==> src/rtl/spi_frame_controller_pkg.sv <==
// Shared constants and types for the SPI RGBW frame controller.
package spi_frame_controller_pkg;

  localparam logic [7:0] FRAME_HEADER = 8'h55;
  localparam int         PAYLOAD_LEN  = 7;

  localparam logic [1:0] ERR_NONE     = 2'b00;
  localparam logic [1:0] ERR_TIMEOUT  = 2'b01;
  localparam logic [1:0] ERR_CHECKSUM = 2'b10;

  typedef enum logic [1:0] {
    ST_HUNT    = 2'd0,
    ST_PAYLOAD = 2'd1,
    ST_CHECK   = 2'd2
  } state_e;

  // Byte 0 is lint, byte 6 is mode.
  typedef logic [PAYLOAD_LEN-1:0][7:0] frame_t;

endpackage

==> src/rtl/spi_frame_controller_rdy_sync_edge.sv <==
// Brings the asynchronous rdy strobe into the clk domain and turns each
// rising edge into a single-cycle pulse.
module spi_frame_controller_rdy_sync_edge (
  input  logic clk,
  input  logic reset,
  input  logic rdy,
  output logic strobe
);

  logic [1:0] sync_q, sync_d;
  logic       prev_q, prev_d;

  // Shift rdy through the two synchroniser stages and keep the last level.
  always_comb begin
    sync_d = {sync_q[0], rdy};
    prev_d = sync_q[1];
  end

  // Synchroniser and edge-history flops.
  always_ff @(posedge clk or negedge reset) begin
    if (!reset) begin
      sync_q <= '0;
      prev_q <= 1'b0;
    end else begin
      // NOTE: non-blocking so each stage captures its neighbour's pre-edge value.
      sync_q <= sync_d;
      prev_q <= prev_d;
    end
  end

  assign strobe = sync_q[1] & ~prev_q;

endmodule

==> src/rtl/spi_frame_controller.sv <==
// Assembles SPI bytes into checksummed RGBW frames and commits validated
// frames to the output registers on a PWM period boundary.
module spi_frame_controller
  import spi_frame_controller_pkg::*;
#(
  parameter int TIMEOUT_CYCLES = 4096,
  parameter bit COMMIT_SYNC    = 1'b1
) (
  input  logic       clk,
  input  logic       reset,
  input  logic [7:0] buff_rx_spi,
  input  logic       rdy,
  input  logic       pwm_period_end,
  output logic [7:0] lint_out,
  output logic [7:0] colorIdx_out,
  output logic [7:0] red_out,
  output logic [7:0] green_out,
  output logic [7:0] blue_out,
  output logic [7:0] white_out,
  output logic [7:0] mode_out,
  output logic       frame_ok,
  output logic       frame_err,
  output logic [1:0] err_code,
  output logic       busy
);

  localparam logic [15:0] TMO_LAST = 16'(TIMEOUT_CYCLES - 1);
  localparam logic [2:0]  IDX_LAST = 3'(PAYLOAD_LEN - 1);

  logic strobe;

  spi_frame_controller_rdy_sync_edge u_rdy_sync_edge (
    .clk    (clk),
    .reset  (reset),
    .rdy    (rdy),
    .strobe (strobe)
  );

  state_e      state_q, state_d;
  logic [2:0]  idx_q, idx_d;
  logic [7:0]  acc_q, acc_d;
  logic [15:0] tmo_q, tmo_d;
  frame_t      staging_q, staging_d;
  frame_t      shadow_q, shadow_d;
  frame_t      out_q, out_d;
  logic        pending_q, pending_d;
  logic        frame_ok_q, frame_ok_d;
  logic        frame_err_q, frame_err_d;
  logic [1:0]  err_code_q, err_code_d;
  logic        commit_now;

  assign commit_now = COMMIT_SYNC ? pwm_period_end : 1'b1;

  // Frame sequencing, checksum, timeout and commit decisions.
  always_comb begin
    // NOTE: every _d starts from its _q (pulses from 0) so no path can infer a latch.
    state_d     = state_q;
    idx_d       = idx_q;
    acc_d       = acc_q;
    staging_d   = staging_q;
    shadow_d    = shadow_q;
    out_d       = out_q;
    pending_d   = pending_q;
    err_code_d  = err_code_q;
    frame_ok_d  = 1'b0;
    frame_err_d = 1'b0;

    // The idle counter only runs inside a frame; a byte always restarts it.
    tmo_d = (state_q == ST_HUNT || strobe) ? '0 : tmo_q + 16'd1;

    if (pending_q && commit_now) begin
      out_d     = shadow_q;
      pending_d = 1'b0;
    end

    case (state_q)
      ST_HUNT: begin
        if (strobe && buff_rx_spi == FRAME_HEADER) begin
          state_d = ST_PAYLOAD;
          idx_d   = '0;
          acc_d   = '0;
        end
      end
      ST_PAYLOAD, ST_CHECK: begin
        if (strobe) begin
          if (state_q == ST_PAYLOAD) begin
            staging_d[idx_q] = buff_rx_spi;
            acc_d            = acc_q ^ buff_rx_spi;
            idx_d            = idx_q + 3'd1;
            if (idx_q == IDX_LAST) state_d = ST_CHECK;
          end else begin
            state_d = ST_HUNT;
            if (buff_rx_spi == acc_q) begin
              shadow_d   = staging_q;
              frame_ok_d = 1'b1;
              err_code_d = ERR_NONE;
              // A frame validated on the boundary itself goes straight out.
              if (COMMIT_SYNC && pwm_period_end) begin
                out_d     = staging_q;
                pending_d = 1'b0;
              end else begin
                pending_d = 1'b1;
              end
            end else begin
              frame_err_d = 1'b1;
              err_code_d  = ERR_CHECKSUM;
            end
          end
        end else if (tmo_q == TMO_LAST) begin
          state_d     = ST_HUNT;
          staging_d   = '0;
          tmo_d       = '0;
          frame_err_d = 1'b1;
          err_code_d  = ERR_TIMEOUT;
        end
      end
      default: state_d = ST_HUNT;
    endcase
  end

  // State, datapath and registered output flops.
  always_ff @(posedge clk or negedge reset) begin
    if (!reset) begin
      state_q     <= ST_HUNT;
      idx_q       <= '0;
      acc_q       <= '0;
      tmo_q       <= '0;
      // NOTE: staging/shadow are small flop arrays, not RAM, so they clear with reset.
      staging_q   <= '0;
      shadow_q    <= '0;
      out_q       <= '0;
      pending_q   <= 1'b0;
      frame_ok_q  <= 1'b0;
      frame_err_q <= 1'b0;
      err_code_q  <= ERR_NONE;
    end else begin
      state_q     <= state_d;
      idx_q       <= idx_d;
      acc_q       <= acc_d;
      tmo_q       <= tmo_d;
      staging_q   <= staging_d;
      shadow_q    <= shadow_d;
      out_q       <= out_d;
      pending_q   <= pending_d;
      frame_ok_q  <= frame_ok_d;
      frame_err_q <= frame_err_d;
      err_code_q  <= err_code_d;
    end
  end

  assign lint_out     = out_q[0];
  assign colorIdx_out = out_q[1];
  assign red_out      = out_q[2];
  assign green_out    = out_q[3];
  assign blue_out     = out_q[4];
  assign white_out    = out_q[5];
  assign mode_out     = out_q[6];
  assign frame_ok     = frame_ok_q;
  assign frame_err    = frame_err_q;
  assign err_code     = err_code_q;
  assign busy         = (state_q != ST_HUNT) || pending_q;

endmodule

==> config.mk <==
export PLATFORM = sky130hd
export DESIGN_NAME = spi_frame_controller
export DESIGN_NICKNAME = d
export VERILOG_FILES = /design/src/rtl/spi_frame_controller_pkg.sv /design/src/rtl/spi_frame_controller_rdy_sync_edge.sv /design/src/rtl/spi_frame_controller.sv
export SDC_FILE = /design/constraint.sdc
export NUM_CORES = 1
export LEC_CHECK = 0
export BUFFER_PORTS_ARGS = -buffer_cell sky130_fd_sc_hd__buf_2
export CORE_ASPECT_RATIO = 0.9
export CORE_MARGIN = 2
export CORE_UTILIZATION = 55
export CTS_CLUSTER_DIAMETER = 100
export DETAILED_ROUTE_END_ITERATION = 8
export PLACE_DENSITY_LB_ADDON = 0.3
export SYNTH_ARGS = -nofsm -noshare
export SYNTH_HDL_FRONTEND = slang
export SYNTH_SLANG_ARGS = --single-unit
==> constraint.sdc <==
create_clock -name clk -period 2.1 [get_ports clk]
set_input_delay 0.21 -clock clk [delete_from_list [all_inputs] [get_ports clk]]
set_output_delay 0.21 -clock clk [all_outputs]
set_load 0.01 [all_outputs]
# ---- Yosys cells after proc, flatten, opt, wreduce, memory -nomap -nowiden
# Index checks and enable logic that the tools add are counted.
dict set report word_totals {
  reg_bits 205
  in_bits 12
  out_inout_bits 61
  wordCells 116
}
dict set report op_classes {
  n_addsub 2
  magnitude_cmp 2
  n_eq_ne 13
  n_mux 49
  bitwise 4
  reduce_logical 15
}
# operator n
set ops {}
lappend ops {{$mux 56} 9}
lappend ops {{$mux 16} 4}
lappend ops {{$bwmux 56} 1}
lappend ops {{$mux 8} 4}
lappend ops {{$demux 8 s3} 1}
lappend ops {{$mux 2} 9}
lappend ops {{$add 16x1->16 const B} 1}
lappend ops {{$eq 16x12->1 const B} 1}
lappend ops {{$pmux 8 s2} 1}
lappend ops {{$mux 1} 15}
lappend ops {{$mux 3} 3}
lappend ops {{$reduce_and 3->1} 3}
lappend ops {{$eq 8x7->1 const B} 1}
lappend ops {{$eq 8x8->1} 1}
lappend ops {{$reduce_and 4->1} 2}
lappend ops {{$xor 8x8->8} 1}
lappend ops {{$ne 2x2->1 const B} 3}
lappend ops {{$pmux 3 s2} 1}
lappend ops {{$reduce_bool 2->1} 3}
lappend ops {{$lt 3x4->1 const B} 1}
lappend ops {{$ne 2x1->1 const B} 2}
lappend ops {{$ne 4x4->1 const B} 1}
lappend ops {{$pmux 2 s2} 1}
lappend ops {{$add 3x1->3 const B} 1}
lappend ops {{11 further kinds} 15}

# ---- Logic depth before layout (Yosys ltp)
# Gate-level depths: netlist of run 1.
dict set report depth {
  ltp_word 7
  mapped_depth 9
  mapped_depth_nobuf 7
}

# ---- By module
# A second synthesis of run 1 with hierarchy kept.
dict set report hier_totals {
  hier_cells 792
  hier_area_um2 9409.0
}
# module n_inst cells_each area_per_inst_um2 seq_area_each_um2
set by_module_without_submodules {}
lappend by_module_without_submodules {spi_frame_controller 1 788 9320.2 5054.8}
lappend by_module_without_submodules {spi_frame_controller_rdy_sync_edge 1 4 88.8 75.1}

# ---- Least setup slack after synthesis of run 1
# OpenSTA, ideal clock, no wires.
dict set report synth_timing {
  path_kind {reg-to-reg}
  start {register state_q[0]}
  end {register shadow_q[0] (netlist bit)}
  setup_ps 128
  arrival_ps 1954
  required_ps 1972
  path_slack_ps 18
  path_stages_with_launch 9
  path_buffers 2
  period_less_slack_ps 2082
  path_cell_list {dfrtp_1 -> inv_1 -> ha_1 -> nor2b_1 -> nand4_1 -> nor3_2 -> buf_4 -> buf_4 -> mux2_1}
}
dict set report synth_between {
  elab_chain_len 3
  word_cells_on_any_way 5
  classes_between {2 x eq/ne; 1 x bitwise; 2 x reduce/logical}
}
# item line
set synth_rtl {}
lappend synth_rtl {{start, declared} spi_frame_controller.sv:39} ;# state_e state_q, state_d;
lappend synth_rtl {{start signal, assigned} spi_frame_controller.sv:137} ;# state_q <= state_d;
lappend synth_rtl {{$eq 2x1->1 / $eq 2x2->1 (equally long branches)} {spi_frame_controller.sv:76, spi_frame_controller.sv:86}}
lappend synth_rtl {{$reduce_or 2->1 / $not 1->1 (equally long branches)} n/a}
lappend synth_rtl {{$reduce_and 4->1 (no source line) *} n/a}
lappend synth_rtl {{end signal, assigned} spi_frame_controller.sv:142} ;# shadow_q <= shadow_d;
lappend synth_rtl {{end, declared} spi_frame_controller.sv:44} ;# frame_t shadow_q, shadow_d;
# Every way passes the cells marked *; elsewhere a longest branch is shown, timed or not.
# A chain may end at the register's enable or synchronous reset.

# ---- Worst setup path in the final report of run 1
dict set report layout_timing {
  start {register state_q[1]}
  end {register shadow_q[45] (netlist bit)}
}
# Same word-level chain as after synthesis.

==> results of run 1 <==
-- final cells by class --
cell class | count | area share [%]
Tap cell | 240 | 2.59
Multi-Input combinational cell | 682 | 36.8
Inverter | 62 | 2.01
Sequential cell | 205 | 44.2
Clock inverter | 8 | 0.691
Timing Repair Buffer | 123 | 8.13
Clock buffer | 32 | 5.50
-- routing by layer --
| layer | wire, um | vias to the layer above | share of wire [%] | track usage (%) |
|---|---|---|---|---|
| met1 | 11100 | 3929 | 45 | 36.6 |
| met5 | 0 | - | 0 | 0 |
| li1 | - | 3708 | - | - |
| met2 | 11600 | 250 | 47 | 42.8 |
| met3 | 1530 | 37 | 6.2 | 3.70 |
| met4 | 452 | 0 | 1.8 | 6.92 |
-- cell families (layout without fill, tap and decap cells) --
group,count (synthesis),after routing,share of synthesized area [%]
and+or+nand+nor,336,336,15.2
AOI/OAI and AO/OA,262,262,18.3
DFF,205,205,52.0
buffers and inverters,134,225,5.43
muxes,56,56,6.39
xor gates and xnor gates,22,22,1.95
adders and majority gates,6,6,0.761
-- layout by cell type (no fill, tap or decap), types with 3 or more instances in the layout --
cell type and n:
a21o_1 6, nand2_1 186, dlygate4sd3_1 4, clkbuf_16 23, ha_1 3, nor2_1 78, mux2_1 15, nand4_1 7
xor2_1 8, inv_1 60, o21ai_0 45, a21oi_1 57, o21ai_1 22, o2bb2ai_1 59, o21bai_1 8, buf_2 71
clkbuf_8 6, and2_1 3, nand2b_1 9, a32oi_1 55, buf_12 13, buf_4 33, or3_1 4, nand3_1 16
xnor2_1 14, mux2_2 40, clkinv_2 5, nor3b_1 5, clkbuf_1 5, dfrtp_1 205, nand2_4 7
-- worst max-delay path by stage --
| stage | slack (ps) | depth (start not counted) | endpoint |
|---|---|---|---|
| 6_report | 30 | 8 | shadow_q[45]$_DFFE_PN0P_ |
| 5_1_grt | 5 | 8 | shadow_q[36]$_DFFE_PN0P_ |
| 4_1_cts | 10 | 8 | shadow_q[15]$_DFFE_PN0P_ |
| 3_5_place_dp | -80 | 7 | shadow_q[28]$_DFFE_PN0P_ |
| 3_3_place_gp | 30 | 7 | shadow_q[26]$_DFFE_PN0P_ |
| 2_1_floorplan | 20 | 8 | shadow_q[0]$_DFFE_PN0P_ |
-- worst max-delay path: cells and delay by family, from the launching register on --
kind / cells / cell delay [ps]
buffers and inverters: 3 / 480
AND/OR/NAND/NOR: 3 / 450
flip-flops: 1 / 390
multiplexers: 1 / 330
adder cells (fa/ha/maj): 1 / 290
-- timing repair --
item | in CTS | in global routing
hold buffers | 4 | 0
gates resized for setup | 8 | 7
cloned | 1 | 1
pin swaps | 1 | 1
endpoints found under the hold margin | 64 | 0
buffers inserted | 3 | 1
endpoints found under the setup margin | 59 | 91
-- power groups by stage --
stage | logic, mW | clock network (mW) | registers [mW]
floorplan | 0.546 | 0 | 4.12
global placement | 0.879 | 0 | 4.13
detailed placement | 0.891 | 0 | 4.13
CTS | 0.915 | 3.87 | 4.05
global route | 1.03 | 4.04 | 4.07
finish | 0.919 | 3.82 | 4.06
-- through the flow --
stage | total power [mW] | std cells | setup TNS [ps]
floorplan | 4.66 | 1021 | 0
global placement | 5.01 | 1304 | 0
detailed placement | 5.02 | 1304 | -3660
CTS | 8.84 | 1352 | 0
global route | 9.13 | 1352 | 0
finish | 8.79 | 1352 | 0
==> results.yml, run 1 <==
synth:
  synth.most_common_cell: "dfrtp_1"
  ys.flop_type: "dfrtp_1"
  yosys-top-cells-count: "205 x dfrtp_1, 187 x nand2_1, 79 x nor2_1"
  async_reset_ff_share_pct: 100
  synth_area_leader_cell: "dfrtp_1"
  synth_nets: 1039
  syn-instance-count: 1021
  synth_area_leaders: "dfrtp_1 52%, nand2_1 7.1%, o2bb2ai_1 5.2%"
  synth_area_sq_um: 9870
  synth.distinct_cells: 49
  netlist.area_leader.share_pct: 52.0
  yosysWarnings: 0
  syn_area_per_cell_sq_um: 9.66
  seq_area_frac_synth_pct: 52.0
  synth_edf_count: 0
  synth_seq_cells: 205
place:
  port_buffers: 72
  gp_congestion: 0.860
  hpwl_mm: 14.9
  place_area_sq_um: 10700
  dp_slack_ps: -80.6
clock_network:
  cts_made_buffers: 22
  clk_latency_ps: 510
  cts.path.max_buffers: 3
  cts_tree: "done"
  cts-htree-levels: 1
  clkTransAtPathRegs_ps: 60
  root_buffer: "clkbuf_16"
  cts_sinks: 205
die:
  core_sq_um: 17600
  boundaryPins: 73
  die_w_um: 145
  dieArea_sq_um: 19000
  rows: 46
  fp.dieH_um: 131
  initial_utilization_pct: 56.0
critical_path:
  r2r_start: "state_q[1]$_DFFE_PN0P_"
  cpMaxStageDelayCell: "dfrtp_1"
  reg2reg_slack_ps: 30
  reg2regPathDepth: 8
  cp-start-kind: "register"
  arrival_ps: 2460
  end_kind: "register"
  required_ps: 2480
  crit_start: "state_q[1]$_DFFE_PN0P_"
  path_class: "reg2reg"
  slowest_delay_ps: 390
  r2r_end: "shadow_q[45]$_DFFE_PN0P_"
  crit_path_max_fanout: 14
  crit_chain: "inv_2 > ha_4 > nor2b_4 > nand4_1 > nor3_4 > buf_4 > clkbuf_16 > mux2_2"
power:
  sw_frac_of_total_pct: 25.3
  power_frac_seq_pct: 46.2
  power_leakage_nw: 5.26
  max-vdd-ir-drop_mv: 0.675
  power_switching_mw: 2.23
  power_density_nw_per_um2: 758
  p_comb_share_pct: 10.5
  p_int_mw: 6.57
  clkPwrFrac_pct: 43.4
min_path:
  hold_end: "acc_q[1]$_DFFE_PN0P_"
  hold_path.class: "in2reg"
  hold_depth: 3
  min_from: "buff_rx_spi[1]"
sta:
  whs_ps: 19.9
  clock_skew_ps: 18.9
  fmaxAchievable_mhz: 483
  slew_headroom_pct: 64.1
  setup_viol: 0
  slew_viol_final: 0
  worst_slew_pin_slew_ps: 537
  fin_crit_ps: 2070
  rsz0062_at_grt: "false"
  hold_violations: 0
  period_share_pct: 98.6
  worst_slack_ps: 29.0
global_route:
  antenna_found_initial: 0
  grt_use_total_pct: 25.9
  grt_max_degree: 93
  grt_pass1_wl_mm: 39.9
  grt.overflow.total: 0
  first_global_vias: 7564
layout:
  n_fill_cell: 1388
  final-seq-area_sq_um: 5130
  syn_to_final_growth_pct: 17.5
  fin_nets: 1114
  antenna_cells: 0
  multi_input_comb_area_sq_um: 4270
  fin_util_pct: 65.8
  drive_gt1_share_pct: 19.9
  design_area_sq_um: 11600
drt:
  wl_mm: 24.7
  firstDrtPassIters: 5
  drcViolationCount: 0
  first_iter_violations: 610
  drt-vias-per-instance: 5.86
  routedWlPerCell_um: 18.2
  dr_total_vias: 7924
  postRouteAntennaNets: 0
outcome:
  status: "complete, no violations"
job:
  maxCapViolations: 0
No activity file was read; power rests on OpenSTA's default activity.
==> run 2, diff against run 1 <==
- SETUP_SLACK_MARGIN: unset -> 0.3
==> run 2 against run 1 <==
The flow now finishes with violations (setup timing). Flip-flop and latch count did not move. Routed wire length is 43% higher. Final area increased by 19%. Via count rose by 17%. Count of clock-buffer cells in the layout increased by 1. Setup slack got worse by 180 ps. Non-clock buffer count grew 43. Core utilization grew 13 points. Register-to-register slack got worse by 180 ps. Critical path type unchanged.
==> results.yml, run 2 (synthesis results as in run 1) <==
outcome:
  status: "complete, but fails checks"
  violations: "setup timing"
place:
  port_buffers: 72
  dp.cells: 1298
  dp_slack_ps: -16.1
  place_area_sq_um: 10700
  gp_congestion: 0.810
  hpwl_mm: 14.9
power:
  power_leakage_nw: 5.97
  max-vdd-ir-drop_mv: 0.536
  power_density_nw_per_um2: 708
  total_power_mw: 9.81
layout:
  fin_nets: 1159
  antenna_cells: 0
  n_fill_cell: 929
  final_cell_mix: "205 x dfrtp_1, 175 x nand2_1, 71 x buf_2"
  syn_to_final_growth_pct: 40.3
  finalNonFillerCells: 1395
  drive_gt1_share_pct: 38.1
  fin_util_pct: 78.6
  design_area_sq_um: 13800
  layout_commonest_cell: "dfrtp_1"
drt:
  drcViolationCount: 0
  wl_mm: 35.4
  dr_total_vias: 9271
  firstDrtPassIters: 6
  first_iter_violations: 1212
  postRouteAntennaNets: 0
  routedWlPerCell_um: 25.4
  drt-vias-per-instance: 6.65
critical_path:
  cp_top_family: "buffers and inverters"
  path_class: "reg2reg"
  crit_path_max_fanout: 7
  r2r_start: "state_q[1]$_DFFE_PN0P_"
  cp-start-kind: "register"
  crit_start: "state_q[1]$_DFFE_PN0P_"
  slowest_delay_ps: 400
  reg2reg_slack_ps: -150
  cp_common_cell: "buf_6"
  required_ps: 2480
  cp_num_cells: 12
  arrival_ps: 2640
  worst-path-buf-inv: 6
  crit_chain: "inv_2 > buf_4 > ha_4 > buf_6 > nand2b_4 > nor2_4 > buf_6 > buf_6 > buf_16 > a21oi_2 > o21ai_1 > a32oi_1"
  end_kind: "register"
  reg2regPathDepth: 12
  cpMaxStageDelayCell: "dfrtp_1"
die:
  boundaryPins: 73
  die_w_um: 145
  fp.dieH_um: 131
  dieArea_sq_um: 19000
  initial_utilization_pct: 56.0
  rows: 46
  core_sq_um: 17600
global_route:
  grt_max_degree: 91
  grt.overflow.total: 0
  grt_pass1_wl_mm: 46.5
  grt_use_total_pct: 30.6
  antenna_found_initial: 0
  first_global_vias: 8423
clock_network:
  cts_made_buffers: 22
  cts-htree-levels: 1
  root_buffer: "clkbuf_16"
  clk_latency_ps: 520
  clkTransAtPathRegs_ps: 70
  cts_tree: "done"
  cts_sinks: 205
  cts.path.max_buffers: 3
min_path:
  min_from: "buff_rx_spi[1]"
  hold_depth: 3
  hold_path.class: "in2reg"
sta:
  tns_ps: -302
  slew_headroom_pct: 56.9
  slew_viol_final: 0
  worst_slew_pin_slew_ps: 646
  clock_skew_ps: 16.7
  hold_violations: 0
  whs_ps: 45.8
  period_share_pct: 107
  fin_crit_ps: 2250
  setup_viol: 13
  fmaxAchievable_mhz: 444
  rsz0062_at_grt: "true"
  worst_slack_ps: -151
job:
  maxCapViolations: 0
==> run 2: changes by cell type in the layout (fill, tap and decap cells not counted), sizes merged <==
cell	delta
clkinvlp	+1
clkinv	-4
or4	+1
dlygate4sd3	-2
buf	+46
a211o	+1
==> run 2: layer usage <==
metal | track usage, % | up-vias | share of wire (%) | routed length [um]
li1 | - | 3806 | - | -
met1 | 41.7 | 4477 | 37 | 13000
met3 | 4.64 | 257 | 9.3 | 3300
met5 | 0 | - | 0 | 0
met4 | 12.8 | 0 | 7.1 | 2520
met2 | 50.1 | 731 | 47 | 16500
==> run 2: what timing repair did <==
| action | 4_1_cts | 5_1_grt |
|---|---|---|
| endpoints found under the setup margin | 195 | 200 |
| cloned | 10 | 1 |
| hold buffers | 2 | 0 |
| endpoints found under the hold margin | 68 | 0 |
| pin swaps | 67 | 77 |
| gates resized for setup | 168 | 177 |
| buffers inserted | 29 | 17 |
==> run 2: layout make-up <==
cell class              count  area, sq um  area share (%)
clock inverters             5         56.3           0.407
clock buffers              33          713            5.15
flip-flops and latches    205         5130            37.0
multi-input cells         684         5890            42.6
repair buffers            166         1520            11.0
inverters                  62          233            1.68
well taps                 240          300            2.17
==> run 2: how the worst min path moves through the flow <==
stage	to	slack (ps)
floorplan	asynchronous set/reset pin	-90
global placement	asynchronous set/reset pin	270
detailed placement	shadow_q[0]$_DFFE_PN0P_	260
CTS	acc_q[7]$_DFFE_PN0P_	5
global route	acc_q[1]$_DFFE_PN0P_	60
finish	acc_q[1]$_DFFE_PN0P_	50
==> run 2: tightest hold or removal path, delay by kind of cell <==
kind / cells / cell delay [ps]
buf+inv: 1 / 160
simple gates: 1 / 90
compound gates: 1 / 60
==> run 2: power breakdown <==
part	internal (mW)	switching (mW)	leakage (nW)
combinational	0.562	0.977	2.74
sequential	4.00	0.0772	2.85
clock	2.47	1.73	0.382
==> run 3, diff against run 2 <==
- ABC_AREA: unset -> 1
- REMOVE_ABC_BUFFERS: unset -> 1
==> run 3 against run 2 <==
The run now ends clean. Power grew 35%. Clock skew shrank 7.3 ps. Core utilization shrank 6.8 points. Register-to-register slack gained 210 ps. Clock power shrank 2%. Global-route usage shrank 2.0 points. Critical path depth shrank 1. Sequential share of layout area grew 1.8 points. Setup slack gained 210 ps. Final cell count grew 22%. Sequential power grew 29%. Highest routed layer unchanged.
==> results.yml, run 3 <==
sta:
  fmaxAchievable_mhz: 491
  slew_viol_final: 0
  hold_violations: 0
  rsz0062_at_grt: "true"
  fin_crit_ps: 2040
  period_share_pct: 97.0
  slew_headroom_pct: 64.1
  setup_viol: 0
  clock_skew_ps: 9.39
  worst_slew_pin_slew_ps: 538
  whs_ps: 29.2
clock_network:
  clk_latency_ps: 510
  cts_tree: "done"
  clkTransAtPathRegs_ps: 60
  cts_sinks: 205
  cts_made_buffers: 22
  root_buffer: "clkbuf_16"
  cts.path.max_buffers: 3
  cts-htree-levels: 1
global_route:
  grt.overflow.total: 0
  grt_max_degree: 58
  grt_pass1_wl_mm: 45.9
  grt_use_total_pct: 28.6
  antenna_found_initial: 0
  first_global_vias: 8994
synth:
  synth_edf_count: 0
  synthAdderAreaFrac_pct: 0.729
  syn-instance-count: 1304
  netlist.area_leader.share_pct: 49.8
  synth.most_common_cell: "nand2_1"
  synth_xor_area_share_pct: 0.595
  synth_area_sq_um: 10300
  synth_compound_area_share_pct: 5.89
  async_reset_ff_share_pct: 100
  synth-simple-area-share_pct: 28.8
  yosysWarnings: 0
  synth_top_family_by_area: "simple AND/OR/NAND/NOR gates"
  synth_area_leader_cell: "dfrtp_1"
  synth.distinct_cells: 39
  syn_area_per_cell_sq_um: 7.90
  synth_area_leaders: "dfrtp_1 50%, nand2_1 15%, inv_1 6.9%"
  seq_area_frac_synth_pct: 49.8
  synth_seq_cells: 205
  ys.flop_type: "dfrtp_1"
  yosys-top-cells-count: "399 x nand2_1, 205 x dfrtp_1, 190 x inv_1"
  synth_mux_area_share_pct: 3.72
critical_path:
  required_ps: 2490
  slowest_delay_ps: 430
  reg2reg_slack_ps: 60
  end_kind: "register"
  crit_path_max_fanout: 5
  arrival_ps: 2430
  crit_chain: "inv_2 > ha_4 > inv_4 > nor2_4 > buf_4 > buf_6 > buf_12 > buf_16 > nand4_1 > o21ai_1 > inv_1"
  cp-start-kind: "register"
  path_class: "reg2reg"
  cpMaxStageDelayCell: "dfrtp_1"
job:
  maxCapViolations: 0
layout:
  design_area_sq_um: 13200
  final-seq-area_sq_um: 5130
  final_cell_mix: "389 x nand2_1, 205 x dfrtp_1, 185 x inv_1"
  fin_util_pct: 71.8
  drive_gt1_share_pct: 23.5
  antenna_cells: 0
  fin_nets: 1465
  layout_commonest_cell: "nand2_1"
  n_fill_cell: 1262
  multi_input_comb_area_sq_um: 4450
  syn_to_final_growth_pct: 28.3
die:
  core_sq_um: 18400
  rows: 47
  fp.dieH_um: 134
  initial_utilization_pct: 56.0
  dieArea_sq_um: 19800
  boundaryPins: 73
  die_w_um: 148
place:
  hpwl_mm: 16.4
  place_area_sq_um: 11200
  gp_congestion: 0.868
  port_buffers: 72
power:
  max-vdd-ir-drop_mv: 0.593
  total_power_mw: 13.2
  power_leakage_nw: 7.20
  power_density_nw_per_um2: 999
drt:
  drcViolationCount: 0
  routedWlPerCell_um: 18.5
  postRouteAntennaNets: 0
  wl_mm: 31.6
  first_iter_violations: 941
  dr_total_vias: 9727
  drt-vias-per-instance: 5.70
  firstDrtPassIters: 6
min_path:
  hold_path.class: "in2reg"
outcome:
  status: "complete, no violations"
## run 3: cell count changes after synthesis, moves of 22 or more
cell       change
o2bb2ai_1     -59
nand4_1       +78
a32oi_1       -55
o21ai_0       +34
clkbuf_1      -31
inv_1        +129
nand3_1       +23
nand2_1      +212
buf_2         +22
a21oi_1       -53
## run 3: logic make-up (layout without fill, tap and decap cells)
family,after synthesis,after routing
and+or+nand+nor,671,671
buffers and inverters,261,418
DFF,205,205
AOI/OAI and AO/OA,119,119
muxes,35,35
xor gates and xnor gates,7,7
adders and majority gates,6,6
## run 3: layout make-up
class                           count  area share (%)
Multi-Input combinational cell    838            33.7
Clock buffer                       33            4.94
Sequential cell                   205            38.8
Clock inverter                      5           0.757
Tap cell                          245            2.32
Inverter                          196            5.61
Timing Repair Buffer              184            13.9
## run 3: report_power, final
part / switching, mW / internal [mW] / leakage [nW]
Sequential: 0.604 / 4.65 / 2.71
Combinational: 2.34 / 1.50 / 4.12
Clock: 1.59 / 2.51 / 0.369
Total: 4.54 / 8.66 / 7.20
## run 3: layer usage
layer	global-route usage [%]	vias up	share of wire [%]
li1	-	4407	-
met1	40.0	4676	40
met2	46.5	540	48
met3	4.66	104	8.5
met4	8.47	0	4.0
met5	0	-	0
## run 3: worst paths after layout
kind                                                startpoint  cells after the start                                  end
max                                     state_q[0]$_DFFE_PN0P_                     11             shadow_q[42]$_DFFE_PN0P_
min                                             buff_rx_spi[3]                      4                 acc_q[3]$_DFFE_PN0P_
max reg2reg                             state_q[0]$_DFFE_PN0P_                     11             shadow_q[42]$_DFFE_PN0P_
min reg2reg                u_rdy_sync_edge.sync_q[0]$_DFF_PN0_                      0  u_rdy_sync_edge.sync_q[1]$_DFF_PN0_
max in group asynchronous                                reset                      3            staging_q[29]$_DFFE_PN0P_
min in group asynchronous                                reset                      2             shadow_q[18]$_DFFE_PN0P_
## run 3: repair_timing
action / CTS / global route
endpoints found under the hold margin: 52 / 0
hold buffers: 2 / 0
resized for setup: 55 / 136
pin swaps: 29 / 40
endpoints found under the setup margin: 138 / 194
gates cloned: 7 / 13
setup buffers: 20 / 19
## run 3: per-stage QoR
step	setup TNS [ps]	worst slack, ps	std cells
2_1_floorplan	-182100	-1880	1239
4_1_cts	0	208	1674
3_3_place_gp	0	172	1607
5_1_grt	0	0.658	1706
3_5_place_dp	0	101	1607
6_report	0	62.7	1706
## run 3: critical path, delay by kind of cell, from the launching register on
kind                       cells  cell delay, ps
AOI/OAI and AO/OA              1             160
adders and majority gates      1             300
buffers and inverters          7             680
DFF                            1             430
and+or+nand+nor                2             340
